File: src/rtl/aes_pkg.sv
`default_nettype none
// ============================================================================
// Package     : aes_pkg
// Description : Shared AES-128 key-expansion definitions. Provides the S-box,
//               the round-constant table, round-key and schedule typedefs,
//               a single-round key-expansion function and a full-schedule
//               helper (fn_key_expansion) for existing software-style users.
//               Every user of the key schedule goes through the same S-box.
// Revision    : 1.0 - initial release
// ============================================================================
package aes_pkg;

    localparam int N_ROUNDS = 10;
    localparam int SCHED_W  = 1408;

    // Bit 0 is the MSB of byte 0; word 0 occupies bits [0:31].
    typedef logic [0:127]         round_key_t;
    typedef logic [0:SCHED_W-1]   key_sched_t;

    typedef enum logic [1:0] {
        ST_IDLE   = 2'd0,
        ST_EXPAND = 2'd1,
        ST_DONE   = 2'd2
    } ks_state_t;

    localparam logic [7:0] SBOX [0:255] = '{
        8'h63, 8'h7c, 8'h77, 8'h7b, 8'hf2, 8'h6b, 8'h6f, 8'hc5, 8'h30, 8'h01, 8'h67, 8'h2b, 8'hfe, 8'hd7, 8'hab, 8'h76,
        8'hca, 8'h82, 8'hc9, 8'h7d, 8'hfa, 8'h59, 8'h47, 8'hf0, 8'had, 8'hd4, 8'ha2, 8'haf, 8'h9c, 8'ha4, 8'h72, 8'hc0,
        8'hb7, 8'hfd, 8'h93, 8'h26, 8'h36, 8'h3f, 8'hf7, 8'hcc, 8'h34, 8'ha5, 8'he5, 8'hf1, 8'h71, 8'hd8, 8'h31, 8'h15,
        8'h04, 8'hc7, 8'h23, 8'hc3, 8'h18, 8'h96, 8'h05, 8'h9a, 8'h07, 8'h12, 8'h80, 8'he2, 8'heb, 8'h27, 8'hb2, 8'h75,
        8'h09, 8'h83, 8'h2c, 8'h1a, 8'h1b, 8'h6e, 8'h5a, 8'ha0, 8'h52, 8'h3b, 8'hd6, 8'hb3, 8'h29, 8'he3, 8'h2f, 8'h84,
        8'h53, 8'hd1, 8'h00, 8'hed, 8'h20, 8'hfc, 8'hb1, 8'h5b, 8'h6a, 8'hcb, 8'hbe, 8'h39, 8'h4a, 8'h4c, 8'h58, 8'hcf,
        8'hd0, 8'hef, 8'haa, 8'hfb, 8'h43, 8'h4d, 8'h33, 8'h85, 8'h45, 8'hf9, 8'h02, 8'h7f, 8'h50, 8'h3c, 8'h9f, 8'ha8,
        8'h51, 8'ha3, 8'h40, 8'h8f, 8'h92, 8'h9d, 8'h38, 8'hf5, 8'hbc, 8'hb6, 8'hda, 8'h21, 8'h10, 8'hff, 8'hf3, 8'hd2,
        8'hcd, 8'h0c, 8'h13, 8'hec, 8'h5f, 8'h97, 8'h44, 8'h17, 8'hc4, 8'ha7, 8'h7e, 8'h3d, 8'h64, 8'h5d, 8'h19, 8'h73,
        8'h60, 8'h81, 8'h4f, 8'hdc, 8'h22, 8'h2a, 8'h90, 8'h88, 8'h46, 8'hee, 8'hb8, 8'h14, 8'hde, 8'h5e, 8'h0b, 8'hdb,
        8'he0, 8'h32, 8'h3a, 8'h0a, 8'h49, 8'h06, 8'h24, 8'h5c, 8'hc2, 8'hd3, 8'hac, 8'h62, 8'h91, 8'h95, 8'he4, 8'h79,
        8'he7, 8'hc8, 8'h37, 8'h6d, 8'h8d, 8'hd5, 8'h4e, 8'ha9, 8'h6c, 8'h56, 8'hf4, 8'hea, 8'h65, 8'h7a, 8'hae, 8'h08,
        8'hba, 8'h78, 8'h25, 8'h2e, 8'h1c, 8'ha6, 8'hb4, 8'hc6, 8'he8, 8'hdd, 8'h74, 8'h1f, 8'h4b, 8'hbd, 8'h8b, 8'h8a,
        8'h70, 8'h3e, 8'hb5, 8'h66, 8'h48, 8'h03, 8'hf6, 8'h0e, 8'h61, 8'h35, 8'h57, 8'hb9, 8'h86, 8'hc1, 8'h1d, 8'h9e,
        8'he1, 8'hf8, 8'h98, 8'h11, 8'h69, 8'hd9, 8'h8e, 8'h94, 8'h9b, 8'h1e, 8'h87, 8'he9, 8'hce, 8'h55, 8'h28, 8'hdf,
        8'h8c, 8'ha1, 8'h89, 8'h0d, 8'hbf, 8'he6, 8'h42, 8'h68, 8'h41, 8'h99, 8'h2d, 8'h0f, 8'hb0, 8'h54, 8'hbb, 8'h16
    };

    // Index 0 is unused (slot 0 is the cipher key itself).
    localparam logic [7:0] RCON [0:10] = '{
        8'h00, 8'h01, 8'h02, 8'h04, 8'h08, 8'h10, 8'h20, 8'h40, 8'h80, 8'h1b, 8'h36
    };

    function automatic logic [0:31] fn_sub_word(input logic [0:31] w);
        return {SBOX[w[0:7]], SBOX[w[8:15]], SBOX[w[16:23]], SBOX[w[24:31]]};
    endfunction

    function automatic round_key_t fn_key_round(input round_key_t prev, input logic [7:0] rcon);
        logic [0:31] w0;
        logic [0:31] w1;
        logic [0:31] w2;
        logic [0:31] w3;
        logic [0:31] t;
        w0 = prev[0:31];
        w1 = prev[32:63];
        w2 = prev[64:95];
        w3 = prev[96:127];
        // RotWord moves byte 0 of w3 to the end before substitution.
        t  = fn_sub_word({w3[8:31], w3[0:7]}) ^ {rcon, 24'h000000};
        w0 = w0 ^ t;
        w1 = w1 ^ w0;
        w2 = w2 ^ w1;
        w3 = w3 ^ w2;
        return {w0, w1, w2, w3};
    endfunction

    function automatic key_sched_t fn_key_expansion(input round_key_t key);
        key_sched_t s;
        round_key_t rk;
        rk         = key;
        s          = '0;
        s[0 +: 128] = key;
        for (int r = 1; r <= N_ROUNDS; r++) begin
            rk               = fn_key_round(rk, RCON[r]);
            s[128*r +: 128] = rk;
        end
        return s;
    endfunction

endpackage
`default_nettype wire

File: src/rtl/aes_key_round.sv
`default_nettype none
// ============================================================================
// Module      : aes_key_round
// Description : Purely combinational AES-128 round-key expansion step.
//               Ports: prev_key (previous round key), rcon (round constant),
//                      next_key (following round key).
// Revision    : 1.0 - initial release
// ============================================================================
module aes_key_round
    import aes_pkg::*;
(
    input  round_key_t  prev_key,
    input  logic [7:0]  rcon,
    output round_key_t  next_key
);

    assign next_key = fn_key_round(prev_key, rcon);

endmodule
`default_nettype wire

File: src/rtl/aes_key_sched_ctrl.sv
`default_nettype none
// ============================================================================
// Module      : aes_key_sched_ctrl
// Description : Iterative AES-128 key-schedule controller. Accepts a cipher
//               key on a valid/ready handshake, expands one round key per
//               cycle through a single shared aes_key_round instance, and
//               holds the full 11-slot schedule stable for the datapath.
//               Ports: clk, rst_n (sync, active-low), i_key_valid/i_key/
//                      o_key_ready (key handshake), i_flush (sync abort),
//                      o_key_schedule (round key r at bits [128r +: 128]),
//                      o_sched_valid, o_busy, o_epoch (completed-key count).
// Revision    : 1.0 - initial release
// ============================================================================
module aes_key_sched_ctrl #(
    parameter int N_ROUNDS = 10,
    parameter int KEY_W    = 128,
    parameter int EPOCH_W  = 4
) (
    input  logic                          clk,
    input  logic                          rst_n,
    input  logic                          i_key_valid,
    input  logic [0:KEY_W-1]              i_key,
    output logic                          o_key_ready,
    input  logic                          i_flush,
    output logic [0:(N_ROUNDS+1)*KEY_W-1] o_key_schedule,
    output logic                          o_sched_valid,
    output logic                          o_busy,
    output logic [EPOCH_W-1:0]            o_epoch
);

    import aes_pkg::*;

    if (N_ROUNDS != 10 || KEY_W != 128) begin : g_bad_cfg
        $error("aes_key_sched_ctrl supports only AES-128 (N_ROUNDS=10, KEY_W=128)");
    end

    localparam logic [3:0] LAST_ROUND = 4'(N_ROUNDS);

    ks_state_t   state;
    logic [3:0]  rcnt;
    round_key_t  slot [0:N_ROUNDS];
    round_key_t  prev_key;
    round_key_t  next_key;
    logic [7:0]  round_rcon;
    logic        accept;

    // Ready is combinational so a flush in the same cycle blocks the handshake.
    assign o_key_ready = rst_n && (state != ST_EXPAND) && !i_flush;
    assign accept      = i_key_valid && o_key_ready;

    // rcnt is at least 1 whenever the expansion result is actually stored.
    assign prev_key   = slot[rcnt - 4'd1];
    assign round_rcon = RCON[rcnt];

    aes_key_round u_round (
        .prev_key (prev_key),
        .rcon     (round_rcon),
        .next_key (next_key)
    );

    for (genvar r = 0; r <= N_ROUNDS; r++) begin : g_pack
        assign o_key_schedule[KEY_W*r +: KEY_W] = slot[r];
    end

    always_ff @(posedge clk) begin
        if (!rst_n) begin
            state         <= ST_IDLE;
            rcnt          <= '0;
            o_sched_valid <= 1'b0;
            o_busy        <= 1'b0;
            o_epoch       <= '0;
            for (int r = 0; r <= N_ROUNDS; r++) begin
                slot[r] <= '0;
            end
        end else if (i_flush) begin
            // Epoch deliberately survives a flush.
            state         <= ST_IDLE;
            rcnt          <= '0;
            o_sched_valid <= 1'b0;
            o_busy        <= 1'b0;
            for (int r = 0; r <= N_ROUNDS; r++) begin
                slot[r] <= '0;
            end
        end else if (accept) begin
            // Uncomputed slots are zeroed so no stale round key leaks out.
            slot[0] <= i_key;
            for (int r = 1; r <= N_ROUNDS; r++) begin
                slot[r] <= '0;
            end
            rcnt          <= 4'd1;
            state         <= ST_EXPAND;
            o_sched_valid <= 1'b0;
            o_busy        <= 1'b1;
        end else if (state == ST_EXPAND) begin
            slot[rcnt] <= next_key;
            if (rcnt == LAST_ROUND) begin
                state         <= ST_DONE;
                o_sched_valid <= 1'b1;
                o_busy        <= 1'b0;
                o_epoch       <= o_epoch + 1'b1;
            end else begin
                rcnt <= rcnt + 4'd1;
            end
        end
    end

endmodule
`default_nettype wire

File: config.mk
export PLATFORM = sky130hd
export DESIGN_NAME = aes_key_sched_ctrl
export DESIGN_NICKNAME = d
export VERILOG_FILES = /design/src/rtl/aes_pkg.sv /design/src/rtl/aes_key_round.sv /design/src/rtl/aes_key_sched_ctrl.sv
export SDC_FILE = /design/constraint.sdc
export NUM_CORES = 2
export LEC_CHECK = 0
export ABC_AREA = 1
export BUFFER_PORTS_ARGS = -buffer_cell sky130_fd_sc_hd__buf_2
export CORE_AREA = 2 2 607 609
export DETAILED_ROUTE_END_ITERATION = 8
export DIE_AREA = 0 0 609 611
export HOLD_SLACK_MARGIN = 0.05
export PLACE_DENSITY = 0.57
export SLEW_MARGIN = 5
export SYNTH_ARGS = -nofsm -noshare
export SYNTH_HDL_FRONTEND = slang
export SYNTH_SLANG_ARGS = --single-unit
File: constraint.sdc
create_clock -name clk -period 15.2 [get_ports clk]
set_input_delay 3.04 -clock clk [delete_from_list [all_inputs] [get_ports clk]]
set_output_delay 3.04 -clock clk [all_outputs]
set_load 0.02 [all_outputs]
* After elaboration in Yosys (flattened, before gate mapping)
Memories as Yosys holds them, arrays and structs flattened.
Index checks and enable logic that the tools add are counted.
** Operators by class
- Add/subtract/negate cells :: 3
- Muxes and demuxes :: 57
- Magnitude comparators :: 5
- Eq/ne operators :: 4
- Reduce and logical (&&, ||, !) cells :: 14
- Bitwise operators :: 36
** Operator list (count)
- two-way mux 128 bit :: 23
- bitwise XOR 32 bit :: 5
- OR reduction 128 bit :: 1
- two-way mux 8 bit :: 10
- >= comparator 9 bit, second input constant :: 4
- inverter 8 -> 9 bit :: 4
- two-way mux 1 bit :: 23
- bitwise OR 1 bit :: 22
- adder 4 x 1 -> 4 bit, second input constant :: 2
- AND reduction 2 bit :: 4
- >= comparator 5 bit, second input constant :: 1
- inverter 4 -> 5 bit :: 1
- == test 4 bit, second input constant :: 1
- two-way mux 4 bit :: 1
- inverter 1 bit :: 4
- AND reduction 4 bit :: 1
- nonzero test 2 bit :: 2
- subtractor 4 x 1 -> 4 bit, second input constant :: 1
- logical AND 1 bit :: 3
- OR reduction 3 bit :: 1
- == test 2 x 1 -> 1 bit, second input constant :: 1
- inequality test 2 x 1 -> 1 bit, second input constant :: 1
- inequality test 2 bit, second input constant :: 1
- OR reduction 2 bit :: 1
- logical NOT 1 bit :: 1
** Storage, ports and cells
- Bits in read-only memories :: 8320
- Memories :: 6
- Register bits after elaboration :: 11
- RAM bits :: 1408
** Memories
- (no name shown) :: words 256, width 8, read ports 1, clocked after Yosys merged registers in 0, write ports 0, line aes_pkg.sv:51 : return {SBOX[w[0:7]], SBOX[w[8:15]], SBOX[w[16:23]], SBOX[w[24:31]]};
- (no name shown) :: words 256, width 8, read ports 1, clocked after Yosys merged registers in 0, write ports 0, line aes_pkg.sv:51
- (no name shown) :: words 256, width 8, read ports 1, clocked after Yosys merged registers in 0, write ports 0, line aes_pkg.sv:51
- (no name shown) :: words 256, width 8, read ports 1, clocked after Yosys merged registers in 0, write ports 0, line aes_pkg.sv:51
- slot :: words 11, width 128, read ports 12, clocked after Yosys merged registers in 0, write ports 11, line aes_key_sched_ctrl.sv:41 : round_key_t slot [0:N_ROUNDS];
- (no name shown) :: words 16, width 8, read ports 1, clocked after Yosys merged registers in 0, write ports 0, line aes_key_sched_ctrl.sv:53 : assign round_rcon = RCON[rcnt];

* Longest topological paths before layout
An unclocked memory read counts as a cell.
- Depth in word-level cells :: 12
- Mapped depth :: 43
- Gate-level depth less buffers :: 30

* By module
Synthesis repeated with hierarchy kept, for this count alone.
** Second synthesis, totals
- Cell total of the unflattened synthesis :: 12657
- Area total of the unflattened synthesis :: 107018.9 µm²
** By module, submodules not included
- aes_key_sched_ctrl :: cells an instance 9543, sequential area each 61699.2 µm², instances 1, area each 92575.0 µm²
- aes_key_round :: cells an instance 3114, sequential area each 0.0 µm², instances 1, area each 14443.9 µm²

* Worst setup path after synthesis
Ideal clock, no wire load.
- Kind :: input port to flip-flop
- Start :: input port rst_n
- End :: memory slot[13][0] (netlist name) (enable)
- Arrival :: 12222 ps
- Stages :: 6
- Path slack :: 2206 ps
- Path buffers :: 0
- Required time :: 14428 ps
- Cell sequence :: inv_1 -> nor2_1 -> inv_1 -> nor2_1 -> inv_1 -> nor3_1
** RTL lines
- start, declared :: line aes_key_sched_ctrl.sv:20 : input logic rst_n,
- end, declared :: line aes_key_sched_ctrl.sv:41

==> run_results.csv <==
group,metric,value,unit
routing,drt_iter0_drc,14200,
clock_tree,root_buffer,"clkbuf_16",
critical_path,start_kind,"register",
floorplan,die_width,609,um
routing,via_count,98900,
routing,antenna_left,0,
placed_design,routabilityCongestion,0.983,
floorplan,die_area,0.372,mm2
global_routing,grt_pass1_vias,90200,
sta,finalHoldViolations,0,
clock_tree,clock-sinks,2058,
sta,worstMarginPinSlew,1.47,ns
clock_tree,cts_inserted_buffers,234,
synthesis,synth-seq-area-share,58.9,%
synthesis,synth_flop_cell,"edfxtp_1",
cells_and_area,area_delta_synth_final,17.3,%
routing,drc_errors,0,
critical_path,crit_fanout,89,
clock_tree,tritoncts,"done",
synthesis,synth_top_area_share,58.8,%
floorplan,initial_core_util,28.7,%
status,violations,"max-capacitance violations",
clock_tree,htree_levels,4,
sta,final.setup_skew,0.104,ns
synthesis,syn-num-nets,11300,
placed_design,numPortBuffers,1546,
routing,wl_per_cell,37.3,um
critical_path,worst_ep_arrival_time,10.66,ns
synthesis,yosys_warnings,0,
global_routing,antenna_found_initial,68,
placed_design,hpwl,452000,um
status,status,"complete, but fails checks",
routing,vias_per_cell,5.75,
critical_path,cp.required,15.83,ns
cells_and_area,fin_nets,12400,
power,leakage,51.7,nW
critical_path,endpoint_kind,"register",
power,peakVddDrop,0.105,mV
global_routing,grt_max_degree,162,
hold_path,hold_class,"register to register",
floorplan,io_pins,1547,
synthesis,syn_area_per_cell,9.43,um2
cells_and_area,drive_gt1_share,19.6,%
synthesis,yosysTopAreaCell,"edfxtp_1",
floorplan,die_h,611,um
floorplan,rows,222,
synthesis,synthArstFlopShare,0,%
clock_tree,insertion_delay,1.01,ns
synthesis,synth_edf_count,2048,
sta,rsz0062_at_grt,"false",
sta,fin_tns_setup,0,ns
critical_path,critPathKind,"register to register",
global_routing,grt_pass1_wl,837000,um
synthesis,ys_top_cells_by_area,"edfxtp_1, nor2_1, nand3_1, nand2_1, o21ai_0",
synthesis,yosysMostFrequentCell,"nor2_1",
sta,period_minus_slack,10.03,ns
synthesis,syn-cell-area,0.105,mm2
job,drv_cap,1,
routing,wl,642000,um
power,totalPowerFinal,18.3,mW
sta,report.final.slew_viol_count,0,
clock_tree,clkTransAtPathRegs,0.06,ns
floorplan,core_area,0.365,mm2
clock_tree,clockBufferDepth,4,
sta,fmax,99.7,MHz
clock_tree,hold_buffers,0,
synthesis,synth_cells,11100,
synthesis,ys_types,61,
sta,slew_headroom,1.61,%
clock_tree,cts_setup_buffers,0,
synthesis,ys_ff_latch,2058,
global_routing,grt-ovfl-total,0,
synthesis,ys_top_cells_by_count,"nor2_1, edfxtp_1, nand2_1",
power,p_per_area,149,mW/mm2
sta,setup_viol,0,
clock_tree,ctsResizeCount,0,
global_routing,grt_use_total,32.9,%
routing,first_pass_iters,7,
sta,post-route-period-util,66.0,%
logic make-up (layout without fill, tap and decap cells):
| logic type | Yosys count | in the layout | share of synthesized area (%) |
|---|---|---|---|
| other | 0 | 27 | 0 |
| buffers and inverters | 1319 | 2590 | 6.52 |
| flip-flops | 2058 | 2058 | 58.9 |
| AND/OR/NAND/NOR | 5878 | 5878 | 23.9 |
| XOR/XNOR | 8 | 8 | 0.0669 |
| adder cells (fa/ha/maj) | 61 | 61 | 0.729 |
| AO/OA/AOI/OAI | 1778 | 1778 | 9.79 |
state kept, by name, summed over array words and instances, names as in the netlist:
name and flops:
rcnt 4, o_epoch 4, state 2, slot 2048
final timing paths:
kind	slack, ns	cells after the start	endpoint	startpoint
worst max register to register	5.17	27	slot[15][62]$_DFFE_PP_	rcnt[0]$_SDFFE_PP0P_
worst min register to register	0.51	2	o_epoch[2]$_SDFFE_PN0P_	o_epoch[2]$_SDFFE_PN0P_
worst min-delay path	0.51	2	o_epoch[2]$_SDFFE_PN0P_	o_epoch[2]$_SDFFE_PN0P_
worst max-delay path	5.17	27	slot[15][62]$_DFFE_PP_	rcnt[0]$_SDFFE_PP0P_
cell usage in the layout, fill, tap and decap left out, drive strengths merged, types with 56 or more instances in the layout:
cell type | Yosys | layout
nor2 | 2221 | 2221
edfxtp | 2048 | 2048
nand2 | 2044 | 2044
buf | 588 | 1752
nand3 | 1545 | 1545
o21ai | 1121 | 1121
inv | 405 | 411
clkbuf | 321 | 283
o22ai | 244 | 244
o221ai | 146 | 146
a21oi | 114 | 114
clkinv | 5 | 111
ha | 61 | 61
o211ai | 56 | 56
layer usage:
layer	wire length (um)	global-route usage, %	vias up	part of all wire, %
met1	238000	40.7	49500	37
met4	55200	22.9	16	8.6
met3	72400	9.42	1525	11
met5	115	0	-	0.018
met2	277000	49.6	7126	43
li1	-	-	40700	-
critical path: stages, from the launching register on:
cell and delay, ns:
dfxtp_4 0.81, clkinv_16 0.34, ha_4 0.97, inv_8 0.39, buf_4 0.49, nand3_1 0.18
nand2_1 0.06, nand2_1 0.06, nand3_1 0.08, nand2_1 0.80, inv_1 0.48, ha_1 0.38
nor2_1 0.26, nand3_1 0.48, nand2_1 0.22, nand2_1 0.07, nand3_1 0.12, nand3_1 0.09
nand3_1 0.23, nand2_1 0.09, nand2_1 0.07, nand3_1 0.11, nand2_1 0.66, nand2_1 0.59
nand2_2 0.68, nand2_1 0.15, nand2_1 0.52, inv_1 0.22
where the power goes:
group	switching, mW	total, mW	internal, mW
sequential	0.154	6.84	6.69
combinational	4.79	5.78	0.989
clock	2.52	5.70	3.18
area by class of cell:
type                       count  area, um2
inverter                     410       1590
antenna                       27       67.6
multi-input combinational   7725      36400
clock buffer                 283       6040
tap                         4816       6030
fill                       38000     242000
sequential                  2058      61700
clock inverter               145       1460
timing repair buffer        1752       9500
stage by stage:
step	util, %	instance area (um2)	worst slack [ns]	instances	hold WS [ns]
after floorplan	-	105000	2.21	11100	0.547
after global placement	31.6	115000	5.50	16800	0.486
after detailed placement	31.6	115000	5.49	16800	0.495
after CTS	33.6	123000	5.49	17200	0.505
after global routing	33.6	123000	4.87	17200	0.562
final	33.6	123000	5.17	17200	0.509
Power figures use the tool's default switching activity.
